**config.mk**
```make
export PLATFORM = sky130hd
export DESIGN_NAME = cfifo_param
export DESIGN_NICKNAME = d
export VERILOG_FILES = /design/src/rtl/cfifo_param.sv
export SDC_FILE = /design/constraint.sdc
export NUM_CORES = 1
export LEC_CHECK = 0
export CAP_MARGIN = 10
export CORE_UTILIZATION = 40
export DETAILED_ROUTE_END_ITERATION = 10
export PLACE_DENSITY = 0.68
export SLEW_MARGIN = 20
export SYNTH_ARGS = -nofsm -noshare
export SYNTH_HDL_FRONTEND = slang
export SYNTH_SLANG_ARGS = --single-unit
```
**constraint.sdc**
```tcl
create_clock -name clk -period 1.96 [get_ports clk]
set_input_delay 0.392 -clock clk [delete_from_list [all_inputs] [get_ports clk]]
set_output_delay 0.392 -clock clk [all_outputs]
set_load 0.02 [all_outputs]
```
**src/rtl/cfifo_param.sv**
```systemverilog
// cfifo_param: DEPTH-stage synchronous click-style elastic FIFO with drive/free pulse handshakes,
// programmable output delay, occupancy and sticky protocol-error flags.
module cfifo_param #(
   parameter int DEPTH     = 4,
   parameter int WIDTH     = 8,
   parameter int OUT_DELAY = 2
) (
   input  logic                         clk,
   input  logic                         rst,
   input  logic                         i_drive,
   input  logic [WIDTH-1:0]             i_data,
   output logic                         o_free,
   output logic                         o_driveNext,
   output logic [WIDTH-1:0]             o_data,
   input  logic                         i_freeNext,
   output logic [DEPTH-1:0]             o_fire,
   output logic [$clog2(DEPTH+1)-1:0]   o_count,
   output logic                         o_overflow,
   output logic                         o_underflow
);
   localparam int L = DEPTH - 1;
   localparam int CW = $clog2(DEPTH + 1);
   localparam logic [2:0] DLY = 3'(OUT_DELAY);
   typedef enum logic [1:0] {S_IDLE, S_WAIT, S_OFFERED} state_t;
   state_t st, st_n;
   logic [2:0] cnt, cnt_n;
   logic [DEPTH-1:0] full, load, unload;
   logic [WIDTH-1:0] d [DEPTH];
   logic cap, offered, take;
   assign cap = i_drive & ~full[0];
   assign offered = (st == S_WAIT && cnt == '0) || st == S_OFFERED;
   assign take = i_freeNext & offered;
   assign o_data = d[L];
   // Hops use only registered full bits, so a freed stage refills one edge later at the earliest.
   always_comb begin
      load = '0;
      unload = '0;
      load[0] = cap;
      for (int k = 0; k < L; k++) begin
         load[k+1] = full[k] & ~full[k+1];
         unload[k] = full[k] & ~full[k+1];
      end
      unload[L] = take;
   end
   always_comb begin
      st_n = st;
      cnt_n = cnt;
      if (st == S_IDLE) begin
         if (load[L]) begin
            st_n = S_WAIT;
            cnt_n = DLY;
         end
      end else if (take) begin
         st_n = S_IDLE;
      end else if (st == S_WAIT) begin
         if (cnt == '0) st_n = S_OFFERED;
         else cnt_n = cnt - 3'd1;
      end
   end
   always_ff @(posedge clk) begin
      if (rst) begin
         full <= '0;
         for (int k = 0; k < DEPTH; k++) d[k] <= '0;
         st <= S_IDLE;
         cnt <= '0;
         o_fire <= '0;
         o_free <= 1'b0;
         o_driveNext <= 1'b0;
         o_count <= '0;
         o_overflow <= 1'b0;
         o_underflow <= 1'b0;
      end else begin
         full <= (full | load) & ~unload;
         if (load[0]) d[0] <= i_data;
         for (int k = 1; k < DEPTH; k++) if (load[k]) d[k] <= d[k-1];
         st <= st_n;
         cnt <= cnt_n;
         o_fire <= load;
         o_free <= unload[0];
         o_driveNext <= st_n == S_WAIT && cnt_n == '0;
         o_count <= o_count + CW'(cap) - CW'(take);
         o_overflow <= o_overflow | (i_drive & full[0]);
         o_underflow <= o_underflow | (i_freeNext & ~offered);
      end
   end
endmodule

```
==> impl_table.tex, run 1 <==
\begin{tabular}{lr}
\hline
Metric & Value \\
\hline
\multicolumn{2}{l}{\textbf{Status}} \\
\quad Outcome & finished, violations left \\
\quad Violated checks & negative setup slack \\
\multicolumn{2}{l}{\textbf{Synthesis}} \\
\quad Number of nets in the synthesized netlist & 180 \\
\quad Syn\_area\_per\_cell & between 10 and 15 sq um \\
\quad Number of distinct library cell variants in the gate-level netlist after synthesis & 31 \\
\quad Number of flip-flops and latches in the synthesized netlist & 51 \\
\quad Share of the yosys chip area belonging to registers & around two thirds \\
\quad Top FF cell, synth & edfxtp\_1 \\
\quad Number of enable-type register cells in the synthesized netlist & 32 \\
\quad Post-Synthesis Cell Area & about 0.0021 sq mm \\
\quad Post-Syn Instances & 164 \\
\quad Yosys warning count & 0 \\
\quad Fraction of registers with async set or reset after synthesis & 0\% \\
\multicolumn{2}{l}{\textbf{Floorplanning}} \\
\quad Die extent in y & roughly 74 um \\
\quad Width of the die & around 74 um \\
\quad I/O pin count & 31 \\
\quad DIE AREA & 0.00545 sq mm \\
\quad Initial core utilization & a little over two fifths \\
\quad Core area & a little under 0.005 sq mm \\
\quad Number of core rows & 25 \\
\multicolumn{2}{l}{\textbf{Finish}} \\
\quad FILL cells & 426 \\
\quad Post-synthesis to final-layout area growth & 26.1\% \\
\quad Commonest cells after routing, fill and taps aside & and2\_1, edfxtp\_1, clkdlybuf4s50\_1, nor2\_1, dfxtp\_1 \\
\quad Final layout net count & 218 \\
\quad Layout Cell Area excl Fill & roughly 0.0026 sq mm \\
\quad Fraction of final layout cells sized beyond drive strength 1 & approximately 16\% \\
\quad Number of antenna repair diodes & 0 \\
\multicolumn{2}{l}{\textbf{Worst setup path}} \\
\quad Critical Path Source Type & register \\
\quad Worst Setup Path Type & reg2reg \\
\quad Critical path data arrival time & 2.29 ns \\
\quad Type of destination of the critical path & register \\
\quad R2R cell count & 12 \\
\quad Worst reg-to-reg setup slack & -0.14 ns \\
\quad Start of the worst register-to-register path & cnt[0] \\
\quad Data required time of the critical path & around 2.2 ns \\
\quad RR Endpoint & o\_count[2] \\
\quad Largest fanout on the critical path & 2 \\
\multicolumn{2}{l}{\textbf{Power}} \\
\quad Proportion of power drawn by combinational gates & 15.6\% \\
\quad Share of total power consumed by net switching & 23.0\% \\
\quad Reported net switching power & $\sim$0.54 mW \\
\quad Power density over the cells & between 800 and 900 mW/mm\^{}2 \\
\quad Worst VDD drop & approximately 490 uV \\
\quad Relative contribution of the clock network to total power & 29.8\% \\
\quad Seq pwr share & between 50 and 60\% \\
\quad Int Power & around 1.8 mW \\
\quad Leakage power figure & 0.994 nW \\
\multicolumn{2}{l}{\textbf{STA}} \\
\quad Final-report hold violation count & 0 \\
\quad Worst Tran Pin Value & around 0.41 ns \\
\quad Setup violators final & 2 \\
\quad Final hold slack & just under 0.5 ns \\
\quad Pins Over Slew Limit & 0 \\
\quad Max-Slew Margin vs Limit & approximately 73\% \\
\quad Unrepaired setup endpoints after global routing & true \\
\quad Max Freq & approximately 480 MHz \\
\quad Fin worst setup slack & -0.140 ns \\
\quad Post-route clock skew & 0.00381 ns \\
\quad Final period util & 107\% \\
\quad Period minus WS final & between 2 and 2.5 ns \\
\multicolumn{2}{l}{\textbf{CTS}} \\
\quad Clock Latency Late Sink & approximately 0.3 ns \\
\quad Level count of the clock H-tree & 2 \\
\quad Number of CTS-inserted buffers & 5 \\
\quad CTS tree & done \\
\quad Hold buffers post-CTS & 0 \\
\quad Buffer depth of the longest clock path & 2 \\
\quad CTS root buf & clkbuf\_8 \\
\quad Number of clock sinks & $\sim$50 \\
\quad Worst-path clk slew & 0.09 ns \\
\multicolumn{2}{l}{\textbf{Global routing}} \\
\quad Leftover overflow at the end of global routing & 0 \\
\quad Pin count of the biggest net entering global routing & 16 \\
\quad First-pass GRT wire length & 5010 um \\
\quad Antenna violations before repair & 0 \\
\quad Via count of the first global-routing pass & roughly 1.2k \\
\quad Tot GR Track Use & about an eighth \\
\multicolumn{2}{l}{\textbf{Drt}} \\
\quad Total iterations of the first detailed-routing run & 4 \\
\quad Routed vias & 1209 \\
\quad Drt via density & $\sim$4.5 \\
\quad DRC violations left & 0 \\
\quad Per-cell routed wire length & approximately 11 um \\
\quad Wire length after detailed routing & between 2000 and 3000 um \\
\quad First-iteration detailed-routing DRC count & 39 \\
\quad Number of nets still failing antenna checks after routing & 0 \\
\multicolumn{2}{l}{\textbf{Placed design}} \\
\quad RD Place Congestion & roughly 0.73 \\
\quad Half-perimeter wire length of the detailed placement result & roughly 2200 um \\
\quad Post-detailed-placement cell area & between 0.002 and 0.0025 sq mm \\
\quad Buffers added on ports & 30 \\
\multicolumn{2}{l}{\textbf{Worst hold path}} \\
\quad End of the worst hold path & o\_overflow \\
\quad Worst Hold Path Cells & 2 \\
\quad Class of the worst hold path & reg2reg \\
\quad Hold\_sp & o\_overflow \\
\multicolumn{2}{l}{\textbf{Run}} \\
\quad Reported max-cap violation count & 0 \\
\hline
\end{tabular}
[power by group through the flow]
stage	logic [mW]	registers, mW	clock network [mW]
floorplan	0.197	1.32	0
CTS	0.358	1.28	0.721
global placement	0.335	1.29	0
detailed placement	0.349	1.30	0
global route	0.402	1.29	0.761
finish	0.365	1.27	0.698
[how the worst max path moves through the flow]
stage	startpoint	to	cells after the start
6_report	cnt[0]	o_count[2]	12
5_1_grt	cnt[0]	o_count[2]	12
4_1_cts	cnt[0]	o_count[2]	12
3_5_place_dp	i_drive	o_count[2]	9
3_3_place_gp	i_drive	o_count[2]	9
2_1_floorplan	cnt[1]	o_count[2]	12
[cell type report]
class	count	area (sq um)	area share (%)
Tap cell	67	83.8	3.22
Clock inverter	2	37.5	1.44
Multi-Input combinational cell	95	646	24.8
Sequential cell	51	1340	51.6
Timing Repair Buffer	44	405	15.6
Clock buffer	5	68.8	2.64
Inverter	5	18.8	0.721
[routing by layer]
layer	global-route usage [%]	up-vias	part of all wire, %
li1	-	610	-
met1	12.6	560	42
met2	22.9	34	51
met3	4.94	5	5.5
met4	4.49	0	1.3
met5	0	-	0
[cell usage after synthesis, types with 2 or more instances]
cell	instances	area share (%)
a21oi_1	2	0.48
a22oi_1	2	0.73
and2_1	32	9.7
buf_4	9	3.3
clkbuf_1	2	0.36
dfxtp_1	19	18
edfxtp_1	32	47
ha_1	3	1.8
inv_1	5	0.91
mux2i_1	3	1.5
nand2b_1	11	3.3
nor2_1	21	3.8
nor2b_1	3	0.91
o21ai_0	2	0.48
xnor2_1	2	0.85
[logic make-up after synthesis]
| group | Yosys count | synth area share (%) |
|---|---|---|
| AND/OR/NAND/NOR | 72 | 19.5 |
| multiplexers | 4 | 2.00 |
| adder cells (fa/ha/maj) | 4 | 2.79 |
| flip-flops | 51 | 65.0 |
| AO/OA/AOI/OAI | 12 | 4.18 |
| buffers and inverters | 18 | 5.33 |
| XOR/XNOR | 3 | 1.27 |
[timing repair]
item | 4_1_cts | 5_1_grt
buffers inserted | 2 | 1
setup endpoints to repair | 2 | 2
pin swaps | 7 | 3
gates resized for setup | 1 | 2
[worst max-delay path, stage by stage (launching register included)]
cell and delay, ns:
dfxtp_2 0.34, inv_2 0.07, ha_4 0.13, nand3b_1 0.09, mux2i_1 0.17, nand2_1 0.14
xnor2_2 0.15, ha_2 0.19, inv_2 0.04, fa_2 0.34, xor2_2 0.15, xnor2_1 0.14
nor2_1 0.05
[sequential cells by signal, summed over array words and instances (netlist names)]
register	count
full	4
cnt	3
o_driveNext	1
o_fire	4
st	2
o_count	3
d	32
o_underflow	1
o_overflow	1
[through the flow]
step | worst slack (ns) | cells | power [mW] | util [%] | TNS, ns
3_3_place_gp | -0.273 | 259 | 1.63 | 50.7 | -0.411
5_1_grt | -0.336 | 269 | 2.45 | 53.7 | -0.511
4_1_cts | -0.189 | 268 | 2.35 | 53.2 | -0.242
6_report | -0.140 | 269 | 2.34 | 53.7 | -0.146
3_5_place_dp | -0.311 | 259 | 1.65 | 50.7 | -0.480
2_1_floorplan | -0.0990 | 164 | 1.52 | - | -0.0990
No activity file was read; power rests on OpenSTA's default activity.
==> inputs of run 2 (changes only) <==
- GPL_ROUTABILITY_DRIVEN: default -> 0
==> results of run 2 <==
Final layout, timing and power as in run 1 (identical DEF).
